## src/rtl/dht11_emulator.sv

```systemverilog
// -----------------------------------------------------------------------------
// dht11_emulator
//   Emulates the sensor side of a DHT11 single-wire link. After a host
//   start-low of at least START_MIN_US the block answers with the DHT11
//   response preamble followed by a 40-bit frame {data_word, checksum}.
//
// Ports
//   clk         system clock, rising edge
//   reset_n     asynchronous active-low reset
//   dht_in      sampled level of the (externally pulled-up) data line
//   dht_oe      open-drain pull-low enable (1 = drive line low)
//   data_in     sensor word {hum_int, hum_dec, temp_int, temp_dec}
//   data_load   one-cycle strobe capturing data_in into the pending register
//   inject_err  (DHT11_EMU_CKSUM_ERR_EN only) flips checksum bit 0 when high
//               at response-delay entry
//   busy        high from start acceptance until frame completion
//   frame_done  one-cycle pulse when a frame completes
//
// Configuration
//   `define DHT11_EMU_CKSUM_ERR_EN to add the inject_err port.
// -----------------------------------------------------------------------------
module dht11_emulator #(
   parameter int unsigned CLK_FREQ     = 12000000,
   parameter int unsigned START_MIN_US = 18000
) (
   input  logic        clk,
   input  logic        reset_n,
   input  logic        dht_in,
   output logic        dht_oe,
   input  logic [31:0] data_in,
   input  logic        data_load,
`ifdef DHT11_EMU_CKSUM_ERR_EN
   input  logic        inject_err,
`endif
   output logic        busy,
   output logic        frame_done
);

   localparam int unsigned US_DIV = CLK_FREQ / 1000000;
   localparam int unsigned PW     = (US_DIV > 1) ? $clog2(US_DIV) : 1;
   localparam logic [PW-1:0] PRE_MAX = PW'(US_DIV - 1);

   // Phase limits are stored as (duration - 1): a phase ends on the tick
   // that completes its last microsecond.
   localparam logic [15:0] LIM_START = 16'(START_MIN_US - 1);
   localparam logic [15:0] LIM_DLY   = 16'd29;
   localparam logic [15:0] LIM_RESP  = 16'd79;
   localparam logic [15:0] LIM_LOW   = 16'd49;
   localparam logic [15:0] LIM_ZERO  = 16'd25;
   localparam logic [15:0] LIM_ONE   = 16'd69;

   localparam logic [3:0] S_IDLE      = 4'd0;
   localparam logic [3:0] S_START_LOW = 4'd1;
   localparam logic [3:0] S_WAIT_REL  = 4'd2;
   localparam logic [3:0] S_RESP_DLY  = 4'd3;
   localparam logic [3:0] S_RESP_LOW  = 4'd4;
   localparam logic [3:0] S_RESP_HIGH = 4'd5;
   localparam logic [3:0] S_BIT_LOW   = 4'd6;
   localparam logic [3:0] S_BIT_HIGH  = 4'd7;
   localparam logic [3:0] S_END_LOW   = 4'd8;

   logic [3:0]    state_q, state_d;
   logic [PW-1:0] pre_q, pre_d;
   logic [15:0]   us_q, us_d;
   logic [5:0]    bit_q, bit_d;
   logic [39:0]   shift_q, shift_d;
   logic [31:0]   pend_q, pend_d;
   logic          oe_q, oe_d;
   logic          busy_q, busy_d;
   logic          done_q, done_d;
   logic          sync1_q, sync2_q;

   logic          tick;
   logic [7:0]    cksum;

   assign tick = (pre_q == PRE_MAX);

   always_comb begin
      cksum = pend_q[31:24] + pend_q[23:16] + pend_q[15:8] + pend_q[7:0];
`ifdef DHT11_EMU_CKSUM_ERR_EN
      cksum = cksum ^ {7'd0, inject_err};
`endif
   end

   // Two-flop synchronizer; resets to the idle (pulled-up) level so a reset
   // release never looks like a start request.
   always_ff @(posedge clk or negedge reset_n) begin
      if (!reset_n) begin
         sync1_q <= 1'b1;
         sync2_q <= 1'b1;
      end else begin
         sync1_q <= dht_in;
         sync2_q <= sync1_q;
      end
   end

   always_comb begin
      state_d = state_q;
      bit_d   = bit_q;
      shift_d = shift_q;
      busy_d  = busy_q;
      done_d  = 1'b0;
      pend_d  = data_load ? data_in : pend_q;

      case (state_q)
         S_IDLE: begin
            if (!sync2_q) state_d = S_START_LOW;
         end
         S_START_LOW: begin
            if (sync2_q) begin
               state_d = S_IDLE;
            end else if (tick && us_q == LIM_START) begin
               state_d = S_WAIT_REL;
               busy_d  = 1'b1;
            end
         end
         S_WAIT_REL: begin
            if (sync2_q) begin
               state_d = S_RESP_DLY;
               shift_d = {pend_q, cksum};
               bit_d   = '0;
            end
         end
         S_RESP_DLY: begin
            if (tick && us_q == LIM_DLY) state_d = S_RESP_LOW;
         end
         S_RESP_LOW: begin
            if (tick && us_q == LIM_RESP) state_d = S_RESP_HIGH;
         end
         S_RESP_HIGH: begin
            if (tick && us_q == LIM_RESP) state_d = S_BIT_LOW;
         end
         S_BIT_LOW: begin
            if (tick && us_q == LIM_LOW) state_d = S_BIT_HIGH;
         end
         S_BIT_HIGH: begin
            // High time is chosen by the bit currently at the MSB.
            if (tick && us_q == (shift_q[39] ? LIM_ONE : LIM_ZERO)) begin
               shift_d = {shift_q[38:0], 1'b0};
               if (bit_q == 6'd39) begin
                  state_d = S_END_LOW;
               end else begin
                  state_d = S_BIT_LOW;
                  bit_d   = bit_q + 6'd1;
               end
            end
         end
         S_END_LOW: begin
            if (tick && us_q == LIM_LOW) begin
               state_d = S_IDLE;
               busy_d  = 1'b0;
               done_d  = 1'b1;
               bit_d   = '0;
            end
         end
         default: state_d = S_IDLE;
      endcase

      // Prescaler and us counter restart on every state change.
      if (state_d != state_q) begin
         pre_d = '0;
         us_d  = '0;
      end else if (tick) begin
         pre_d = '0;
         us_d  = us_q + 16'd1;
      end else begin
         pre_d = pre_q + PW'(1);
         us_d  = us_q;
      end

      oe_d = (state_d == S_RESP_LOW) || (state_d == S_BIT_LOW) ||
             (state_d == S_END_LOW);
   end

   always_ff @(posedge clk or negedge reset_n) begin
      if (!reset_n) begin
         state_q <= S_IDLE;
         pre_q   <= '0;
         us_q    <= '0;
         bit_q   <= '0;
         shift_q <= '0;
         pend_q  <= '0;
         oe_q    <= 1'b0;
         busy_q  <= 1'b0;
         done_q  <= 1'b0;
      end else begin
         state_q <= state_d;
         pre_q   <= pre_d;
         us_q    <= us_d;
         bit_q   <= bit_d;
         shift_q <= shift_d;
         pend_q  <= pend_d;
         oe_q    <= oe_d;
         busy_q  <= busy_d;
         done_q  <= done_d;
      end
   end

   assign dht_oe     = oe_q;
   assign busy       = busy_q;
   assign frame_done = done_q;

endmodule
```

## config.mk

```make
export PLATFORM = sky130hd
export DESIGN_NAME = dht11_emulator
export DESIGN_NICKNAME = d
export VERILOG_FILES = /design/src/rtl/dht11_emulator.sv
export SDC_FILE = /design/constraint.sdc
export NUM_CORES = 1
export LEC_CHECK = 0
export CAP_MARGIN = 10
export CORE_ASPECT_RATIO = 0.5
export CORE_UTILIZATION = 34
export CTS_CLUSTER_DIAMETER = 100
export CTS_CLUSTER_SIZE = 25
export DETAILED_ROUTE_END_ITERATION = 10
export GPL_ROUTABILITY_DRIVEN = 0
export GPL_TIMING_DRIVEN = 0
export HOLD_SLACK_MARGIN = 0.15
export PLACE_DENSITY = 0.55
export SYNTH_ARGS = -nofsm -noshare
export SYNTH_HDL_FRONTEND = slang
export SYNTH_SLANG_ARGS = --single-unit
```

## constraint.sdc

```tcl
create_clock -name clk -period 3 [get_ports clk]
set_input_delay 0.6 -clock clk [delete_from_list [all_inputs] [get_ports clk]]
set_output_delay 0.6 -clock clk [all_outputs]
set_load 0.03 [all_outputs]
```

==> results.md, run 1 <==
* Post-Synthesis Cells at between 500 and 600
* Crit Path Max Fanout at 2
* Main flop type after synthesis: dfrtp_1
* Drt via density at about 5
* DRT iter0 DRCs at roughly 160
* Distinct cells, synth at 50
* Reg2reg path depth at 14
* CTS tree: built
* Hold Path Depth at 0
* Count of flip-flops with a built-in enable after synthesis at 0
* Vias in the first global route at between 4000 and 5000
* Rel. slew slack at 0.438
* Status: finished clean
* Final Hold Fails at 0
* Worst hold margin at 0.359 ns
* Worst vdd ir at 247 uV
* Slew Limit Fails at 0
* Post-placement setup slack at -0.0859 ns
* Most frequent cells after synthesis: dfrtp_1, nand2_1, o21ai_0
* Initial antenna violation count at 0
* Area Growth Syn to Fin at 21.3%
* Horiz. Die Dim at between 150 and 200 um
* Via count of the routed design at a little over 4000
* Final Instance Count excl. Fillers at roughly 800
* Flop-to-flop setup slack at ~0.008 ns
* I/O Buffers at 37
* Min-Delay Endpoint: sync2_q
* Period utilization at 0.997
* Clock slew at reported path FFs at around 0.070 ns
* Clock Skews at 0.00595 ns
* Initial Utilization at 0.353
* Max frequency at between 0.3 and 0.4 GHz
* Yosys warns at 0
* Global-route wire length before repair at ~21000 um
* RSZ-0062 raised after global routing: yes
* Drt pass-1 iters at 4
* Worst-margin pin slew at 0.843 ns
* Clk root buf: clkbuf_16
* Final worst path period need at 2.99 ns
* Crit Path Category: reg2reg
* Top cells by area, synth: dfrtp_1, mux2i_1, o21ai_0
* Min-delay src: sync1_q
* Average size of a mapped cell at between 10 and 15 um^2
* CP arrival at around 3.2 ns
* CTS buffer count at 9
* Sink Count at about 110
* Lkg Pwr at about 2.8 nW
* H-tree Lvls at 3
* Core area at about 0.016 mm^2
* I/O pin cnt at 39
* Die area at between 0.015 and 0.02 mm^2
* Die Ht at about 92 um
* Total Routing Usage GR at 0.160
* Cell type with the highest aggregate area in the netlist: dfrtp_1
* Antenna Cells at 0
* Flops & latches, synth at between 100 and 150
* FFs w/ async S/R, synth at 1.00
* Site Rows at 32
* Synth top area share at 0.476
* Syn_nets at between 500 and 600
* Post-DP HPWL at about 8700 um
* Worst endpoint required time at 3.22 ns
* HP Class: reg2reg
* Pin count of the biggest net entering global routing at between 80 and 90
* Grt total ovfl at 0
* RR Endpoint: shift_q[7]
* Fillers at roughly 1600
* Setup ws final at about 0.0082 ns
* Post-Place Cells at 776
* Max Cap Viol at 0
* Worst setup EP type: flop
* Reg2reg start: pend_q[9]
* Clk_lat worst skew at approximately 0.35 ns
* Final TNS setup at 0 ns
* Finish-stage setup viols at 0
* Drt total wl at 12200 um
* Share of layout cells above drive strength 1 at 0.130
* # DRC at 0
* Nets at between 600 and 700
* Routed len/inst at 15.2 um
* Count leader, synth: dfrtp_1
* Mapped cell area at 0.00552 mm^2
* Routed Antenna Nets at 0
* Startpoint types: flop
* Register area share after synthesis at 0.486
* Clk buf depth at 2
* Power Dens Cells at about 570 mW/mm^2
-- sequential cells by signal, indices dropped and copies added (netlist names), 4 cells and up --
register and flops:
state_q 4, shift_q 40, pre_q 4, pend_q 32
us_q 16, bit_q 6
-- worst max-delay path by stage --
stage / startpoint / endpoint / slack [ns] / cells past startpoint
2_1_floorplan: pend_q[1] / shift_q[7] / 0.20 / 14
3_3_place_gp: reset_n / pend_q[15] / -3.05 / 1
3_5_place_dp: pend_q[1] / shift_q[7] / -0.09 / 14
4_1_cts: pend_q[17] / shift_q[7] / 0.002 / 14
5_1_grt: pend_q[9] / shift_q[7] / -0.12 / 14
6_report: pend_q[9] / shift_q[7] / 0.008 / 14
-- cell usage in the layout, fill, tap and decap left out, drive strengths merged, types with 16 or more instances in the layout --
master         instances
nor3                  22
buf                   16
nor2                  25
dfrtp                105
xnor2                 16
mux2i                 36
o21ai                 60
clkdlybuf4s50         36
inv                   30
mux2                  20
clkbuf                35
nand2                 71
-- layout make-up --
| type | instances | area [um^2] | share of cell area |
|---|---|---|---|
| Timing Repair Buffer | 50 | 503 | 0.0752 |
| Inverter | 30 | 113 | 0.0168 |
| Buffer | 28 | 120 | 0.0180 |
| Clock inverter | 6 | 88.8 | 0.0133 |
| Tap cell | 204 | 255 | 0.0382 |
| Sequential cell | 107 | 2680 | 0.401 |
| Clock buffer | 10 | 239 | 0.0357 |
| Multi-Input combinational cell | 368 | 2690 | 0.402 |
-- worst max-delay path: stages (launching register included) --
cell      delay [ns]
dfrtp_1         0.36
inv_2           0.05
fa_1            0.56
fa_1            0.42
inv_2           0.08
ha_4            0.13
inv_2           0.04
fa_2            0.39
nor2b_2         0.15
o21ai_1         0.07
nand2b_1        0.09
a31oi_1         0.10
xnor2_1         0.15
mux2i_1         0.19
o21ai_1         0.09
-- power breakdown --
part	switching, mW	internal [mW]	total [mW]
Clock	0.542	0.755	1.30
Sequential	0.0633	1.50	1.57
Combinational	0.454	0.472	0.926
Total	1.06	2.73	3.79
-- kinds of logic after synthesis --
logic type / after synthesis / synth area share
adders and majority gates: 25 / 0.0758
AOI/OAI and AO/OA: 87 / 0.0932
DFF: 107 / 0.486
xor gates and xnor gates: 29 / 0.0461
muxes: 56 / 0.106
and+or+nand+nor: 171 / 0.151
buffers and inverters: 59 / 0.0420
-- routing by layer --
metal | part of all wire | track usage | vias up
met5 | 0 | 0 | -
met2 | 0.46 | 0.252 | 57
li1 | - | - | 1949
met4 | 0.0098 | 0.0392 | 0
met3 | 0.036 | 0.0302 | 9
met1 | 0.50 | 0.226 | 2014
-- what timing repair did --
action                                  CTS  global route
buffers inserted                          6             5
pin swaps                                 3            14
resized for setup                         7            22
endpoints found under the setup margin   13            60
hold buffers                              1             0
endpoints found under the hold margin    19             0
-- through the flow --
step	total power [mW]	cell area, um^2	utilization
after detailed placement	2.38	6170	0.395
after CTS	3.76	6560	0.420
final	3.79	6690	0.428
after global placement	2.37	6140	0.393
after floorplan	2.14	5520	-
after global routing	4.03	6690	0.428
No activity file was read; power rests on OpenSTA's default activity.
==> run 2, diff against run 1 <==
--- a/config.mk
+++ b/config.mk
@@ -9,12 +9,12 @@
 export CORE_ASPECT_RATIO = 0.5
 export CORE_UTILIZATION = 34
 export CTS_CLUSTER_DIAMETER = 100
-export CTS_CLUSTER_SIZE = 25
 export DETAILED_ROUTE_END_ITERATION = 10
-export GPL_ROUTABILITY_DRIVEN = 0
+export GPL_ROUTABILITY_DRIVEN = 1
 export GPL_TIMING_DRIVEN = 0
 export HOLD_SLACK_MARGIN = 0.15
 export PLACE_DENSITY = 0.55
+export SKIP_LAST_GASP = 1
 export SYNTH_ARGS = -nofsm -noshare
 export SYNTH_HDL_FRONTEND = slang
 export SYNTH_SLANG_ARGS = --single-unit
==> run 2 against run 1 <==
- combinational power grew 1%
- worst hold slack about the same
- flip-flop and latch count did not move
- critical path type unchanged
- non-clock buffer count up 2
- routed wire length hardly changed
- via count about the same
- power up 0.18%
- sequential power barely moved
==> results.md, run 2 (synthesized netlist as in run 1, its figures left out) <==
* I/O pin cnt at 39 (unchanged)
* Slew Limit Fails at 0 (unchanged)
* Via count of the routed design at 4030 (was 4029)
* Critical path's top delay family: adder cells (unchanged)
* Vias in the first global route at 4091 (was 4094)
* Post-placement setup slack at -0.0859 ns (unchanged)
* Slowest CP cell: fa_1 (unchanged)
* Max reg flops at 40 (unchanged)
* Commonest non-fill, non-tap cell in the layout: dfrtp_1 (unchanged)
* CTS tree: built (unchanged)
* Clock slew at reported path FFs at 0.07 ns (about the same)
* Max Cap Viol at 0 (unchanged)
* Worst vdd ir at 251 uV (was 247 uV)
* Crit Path Max Fanout at 2 (unchanged)
* Final Hold Fails at 0 (unchanged)
* Final worst path period need at 2.99 ns (about the same)
* H-tree Lvls at 3 (unchanged)
* Clk_lat worst skew at 0.34 ns (was 0.35 ns)
* Total Routing Usage GR at 0.160 (about the same)
* Largest registers: shift_q: 40 flops, pend_q: 32 flops, us_q: 16 flops (unchanged)
* Drt via density at 5.01 (was 5.02)
* Rel. slew slack at 0.463 (was 0.438)
* Initial Utilization at 0.353 (unchanged)
* Reg2reg start: pend_q[9] (unchanged)
* DRT iter0 DRCs at 155 (was 161)
* Grt total ovfl at 0 (unchanged)
* Leading cell types in the layout, fill and taps excluded: dfrtp_1, nand2_1, o21ai_0 (unchanged)
* Core area at 0.0156 mm^2 (unchanged)
* Horiz. Die Dim at 182 um (unchanged)
* Worst setup EP type: flop (unchanged)
* Setup ws final at 0.0117 ns (was 0.00820 ns)
* Share of layout cells above drive strength 1 at 0.135 (was 0.130)
* Startpoint types: flop (unchanged)
* Routed Antenna Nets at 0 (unchanged)
* Pwr Total at 3.80 mW (was 3.79 mW)
* Finish-stage setup viols at 0 (unchanged)
* I/O Buffers at 37 (unchanged)
* Flop-to-flop setup slack at 0.01 ns (was 0.008 ns)
* Worst-margin pin slew at 0.805 ns (was 0.843 ns)
* Cell chain of the critical path: inv_2 > fa_1 > fa_1 > inv_2 > ha_4 > inv_2 > fa_2 > nor2b_2 > o21ai_1 > nand2b_1 > a31oi_1 > xnor2_1 > mux2i_1 > o21ai_1 (unchanged)
* Routed len/inst at 15.2 um (about the same)
* Final Cell Area at 0.00670 mm^2 (was 0.00669 mm^2)
* CP arrival at 3.21 ns (was 3.22 ns)
* Buf+Inv Stages, Crit Path at 3 (unchanged)
* RSZ-0062 raised after global routing: yes (unchanged)
* Reg2reg path depth at 14 (unchanged)
* HP Class: reg2reg (unchanged)
* Max incr delay on CP at 0.56 ns (about the same)
* Min-Delay Endpoint: sync2_q (unchanged)
* Lkg Pwr at 2.83 nW (was 2.82 nW)
* Status: finished clean (unchanged)
* Crit Path Category: reg2reg (unchanged)
* Worst endpoint required time at 3.22 ns (about the same)
* Most flop-heavy register: shift_q (unchanged)
* Die Ht at 92.1 um (unchanged)
* # DRC at 0 (unchanged)
* Hold Path Depth at 0 (unchanged)
* Min-delay src: sync1_q (unchanged)
* Antenna Cells at 0 (unchanged)
* Clock Skews at 0.00462 ns (was 0.00595 ns)
* Placed cell area at 0.00617 mm^2 (unchanged)
* Max frequency at 0.335 GHz (was 0.334 GHz)
* CP most frequent cell: inv_2 (unchanged)
* Die area at 0.0168 mm^2 (unchanged)
* Clk buf depth at 2 (unchanged)
* Area Growth Syn to Fin at 21.5% (was 21.3%)
* Drt total wl at 12200 um (about the same)
* GP Congestion at 0.809
* Pin count of the biggest net entering global routing at 89 (unchanged)
* Period utilization at 0.996 (was 0.997)
* Initial antenna violation count at 0 (unchanged)
* Nets at 657 (was 655)
* CTS buffer count at 9 (unchanged)
* Sink Count at 107 (unchanged)
* Clk root buf: clkbuf_16 (unchanged)
* Fillers at 1564 (was 1566)
* RR Endpoint: shift_q[7] (unchanged)
* Drt pass-1 iters at 4 (unchanged)
* Global-route wire length before repair at 21000 um (was 21100 um)
* Power Dens Cells at 567 mW/mm^2 (about the same)
* Post-DP HPWL at 8690 um (unchanged)
* Site Rows at 32 (unchanged)
[run 2: cell types whose count changed in the layout (fill, tap and decap cells not counted), sizes merged]
cell    change
buf         +1
clkbuf      +1
[run 2: metrics by stage]
stage	cells	TNS [ns]	util	hold WS (ns)
final	805	0	0.429	0.359
after global routing	805	-0.337	0.429	0.364
after CTS	798	-0.0442	0.420	0.362
after detailed placement	776	-0.312	0.395	0.352
after global placement	775	-322.02	0.393	0.349
after floorplan	534	0	-	0.304
[run 2: final cells by class]
| class | count | area, um^2 | share of cell area |
|---|---|---|---|
| well taps | 204 | 255 | 0.0381 |
| clock buffers | 10 | 239 | 0.0357 |
| flip-flops and latches | 107 | 2680 | 0.400 |
| plain buffers | 28 | 123 | 0.0183 |
| clock inverters | 6 | 88.8 | 0.0133 |
| inverters | 30 | 113 | 0.0168 |
| multi-input cells | 368 | 2690 | 0.402 |
| repair buffers | 52 | 507 | 0.0756 |
[run 2: per-layer routing]
metal / part of all wire / vias up / GRT usage
met3: 0.024 / 2 / 0.0302
met1: 0.52 / 2023 / 0.226
met5: 0 / - / 0
met2: 0.46 / 49 / 0.251
li1: - / 1956 / -
met4: 0.0033 / 0 / 0.0392
[run 2: worst max path at each step]
| stage | start | end | slack [ns] | cells past startpoint |
|---|---|---|---|---|
| floorplan | pend_q[1] | shift_q[7] | 0.20 | 14 |
| global placement | reset_n | pend_q[15] | -3.05 | 1 |
| detailed placement | pend_q[1] | shift_q[7] | -0.09 | 14 |
| CTS | pend_q[17] | shift_q[7] | -0.04 | 14 |
| global route | pend_q[9] | shift_q[7] | -0.12 | 14 |
| finish | pend_q[9] | shift_q[7] | 0.01 | 14 |
[run 2: what timing repair did]
action,CTS,global route
resized for setup,5,23
setup endpoints to repair,13,60
gates cloned,0,0
hold buffers,1,0
endpoints found under the hold margin,19,0
pin swaps,2,16
buffers inserted,6,7
[run 2: report_power, final]
part	internal (mW)	switching [mW]	total, mW	leakage (nW)
combinational	0.478	0.457	0.936	1.26
clock	0.755	0.539	1.29	0.155
sequential	1.50	0.0634	1.57	1.42
total	2.74	1.06	3.80	2.83
==> run 3, diff against run 2 <==
--- a/config.mk
+++ b/config.mk
@@ -15,6 +15,7 @@
 export HOLD_SLACK_MARGIN = 0.15
 export PLACE_DENSITY = 0.55
 export SKIP_LAST_GASP = 1
+export SLEW_MARGIN = 10
 export SYNTH_ARGS = -nofsm -noshare
 export SYNTH_HDL_FRONTEND = slang
 export SYNTH_SLANG_ARGS = --single-unit
==> run 3 against run 2 <==
- die area did not move
- worst hold slack barely moved
- final cell count fell by 0.50%
- critical path type unchanged
- combinational power is 9.3% lower
- count of clock-buffer cells in the layout shrank 1
- critical endpoint unchanged
==> results.md, run 3 (synthesized netlist as in run 1, its figures left out) <==
* Initial antenna violation count at 0 (unchanged)
* Largest registers: shift_q: 40 flops, pend_q: 32 flops, us_q: 16 flops (unchanged)
* RSZ-0062 raised after global routing: yes (unchanged)
* Reg area at 0.00268 mm^2 (unchanged)
* Vias in the first global route at 4116 (was 4091)
* Max frequency at 0.338 GHz (was 0.335 GHz)
* Drt pass-1 iters at 4 (unchanged)
* Core area at 0.0156 mm^2 (unchanged)
* Sink Count at 107 (unchanged)
* Final worst path period need at 2.96 ns (was 2.99 ns)
* Worst hold margin at 0.359 ns (about the same)
* CP arrival at 3.18 ns (was 3.21 ns)
* Site Rows at 32 (unchanged)
* Final Hold Fails at 0 (unchanged)
* Drt via density at 4.96 (was 5.01)
* Net Sw Frac at 0.294 (was 0.279)
* Area Growth Syn to Fin at 19.4% (was 21.5%)
* CTS tree: built (unchanged)
* CTS buffer count at 9 (unchanged)
* Pin count of the biggest net entering global routing at 86 (was 89)
* DRT iter0 DRCs at 157 (was 155)
* Max Cap Viol at 0 (unchanged)
* Switching Power at 1.05 mW (was 1.06 mW)
* Finish-stage setup viols at 0 (unchanged)
* Nets at 653 (was 657)
* Clock slew at reported path FFs at 0.07 ns (about the same)
* Sequential power share at 0.442 (was 0.413)
* Share of layout cells above drive strength 1 at 0.122 (was 0.135)
* Total Routing Usage GR at 0.159 (was 0.160)
* Hold Path Depth at 0 (unchanged)
* Post-DP HPWL at 8670 um (was 8690 um)
* H-tree Lvls at 3 (unchanged)
* Internal Pwr Total at 2.50 mW (was 2.74 mW)
* Drt total wl at 12100 um (was 12200 um)
* Reg2reg start: pend_q[9] (unchanged)
* Routed Antenna Nets at 0 (unchanged)
* Area occupied by multi-input gates at 0.00266 mm^2 (was 0.00269 mm^2)
* Leading cell types in the layout, fill and taps excluded: dfrtp_1, nand2_1, o21ai_0 (unchanged)
* Routed len/inst at 15.0 um (was 15.2 um)
* RR Endpoint: shift_q[7] (unchanged)
* Rel. slew slack at 0.458 (was 0.463)
* Period utilization at 0.987 (was 0.996)
* Die area at 0.0168 mm^2 (unchanged)
* Antenna Cells at 0 (unchanged)
* Slew Limit Fails at 0 (unchanged)
* Commonest non-fill, non-tap cell in the layout: dfrtp_1 (unchanged)
* GP Congestion at 0.809 (unchanged)
* Min-Delay Endpoint: sync2_q (unchanged)
* Worst vdd ir at 288 uV (was 251 uV)
* I/O Buffers at 37 (unchanged)
* Power Dens Cells at 539 mW/mm^2 (was 567 mW/mm^2)
* Clock Skews at 0.00924 ns (was 0.00462 ns)
* Clock Power Share at 0.319 (was 0.341)
* Reg2reg path depth at 14 (unchanged)
* Worst endpoint required time at 3.22 ns (about the same)
* Horiz. Die Dim at 182 um (unchanged)
* Clk root buf: clkbuf_16 (unchanged)
* Max reg flops at 40 (unchanged)
* Clk buf depth at 2 (unchanged)
* I/O pin cnt at 39 (unchanged)
* Combinational power share at 0.239 (was 0.246)
* Lkg Pwr at 2.79 nW (was 2.83 nW)
* Flop-to-flop setup slack at 0.04 ns (was 0.01 ns)
* Worst-margin pin slew at 0.814 ns (was 0.805 ns)
* Initial Utilization at 0.353 (unchanged)
* Min-delay src: sync1_q (unchanged)
* Most flop-heavy register: shift_q (unchanged)
* HP Class: reg2reg (unchanged)
* Die Ht at 92.1 um (unchanged)
* Global-route wire length before repair at 21000 um (about the same)
* Worst setup EP type: flop (unchanged)
* Finished Core Util at 0.422 (was 0.429)
* Grt total ovfl at 0 (unchanged)
* Crit Path Category: reg2reg (unchanged)
* Startpoint types: flop (unchanged)
* # DRC at 0 (unchanged)
* Fillers at 1558 (was 1564)
* Status: finished clean (unchanged)
* Clk_lat worst skew at 0.35 ns (was 0.34 ns)
* Crit Path Max Fanout at 2 (unchanged)
* Via count of the routed design at 3975 (was 4030)
## run 3: worst max path at each step
stage,from,end,slack (ns)
5_1_grt,pend_q[2],shift_q[6],-0.12
6_report,pend_q[9],shift_q[7],0.04
3_5_place_dp,pend_q[1],shift_q[7],-0.09
4_1_cts,pend_q[17],shift_q[7],-0.006
3_3_place_gp,reset_n,pend_q[15],-3.05
2_1_floorplan,pend_q[1],shift_q[7],0.20
## run 3: routing by layer
layer  track usage  share of wire
met5             0              0
met4        0.0385         0.0096
met3        0.0294          0.027
met2         0.248           0.45
met1         0.228           0.52
## run 3: layout make-up
type | instances | share of cell area
sequential | 107 | 0.407
multi-input combinational | 368 | 0.404
timing repair buffer | 48 | 0.0724
tap | 204 | 0.0388
clock buffer | 9 | 0.0342
buffer | 28 | 0.0179
inverter | 30 | 0.0171
clock inverter | 7 | 0.00798
## run 3: metrics by stage
stage | area, um^2 | setup slack (ns) | power, mW | cells | TNS (ns)
finish | 6580 | 0.0377 | 3.55 | 801 | 0
global route | 6580 | -0.124 | 3.79 | 801 | -0.360
CTS | 6520 | -0.00590 | 3.59 | 799 | -0.00590
detailed placement | 6170 | -0.0887 | 2.38 | 776 | -0.253
global placement | 6140 | -3.05 | 2.37 | 775 | -322.02
floorplan | 5520 | 0.198 | 2.14 | 534 | 0
## run 3: critical path, stage by stage (launching register included)
cell      delay (ns)
dfrtp_1         0.36
inv_2           0.05
fa_1            0.56
fa_1            0.41
inv_1           0.07
ha_2            0.18
inv_2           0.04
fa_2            0.36
nor2b_2         0.15
o21ai_1         0.07
nand2b_1        0.10
a31oi_1         0.10
xnor2_1         0.14
mux2i_1         0.18
o21ai_1         0.07
## run 3: what timing repair did
action / CTS / global route
gates resized for setup: 5 / 17
cloned: 0 / 0
pin swaps: 3 / 7
setup endpoints to repair: 11 / 60
hold endpoints to repair: 22 / 0
hold buffers: 1 / 0
setup buffers: 7 / 3
## run 3: power by group through the flow
stage | Clock [mW] | Combinational, mW | Sequential, mW
after CTS | 1.17 | 0.844 | 1.57
after floorplan | 0 | 0.568 | 1.57
after detailed placement | 0 | 0.782 | 1.60
after global placement | 0 | 0.771 | 1.60
after global routing | 1.23 | 0.983 | 1.58
final | 1.13 | 0.849 | 1.57
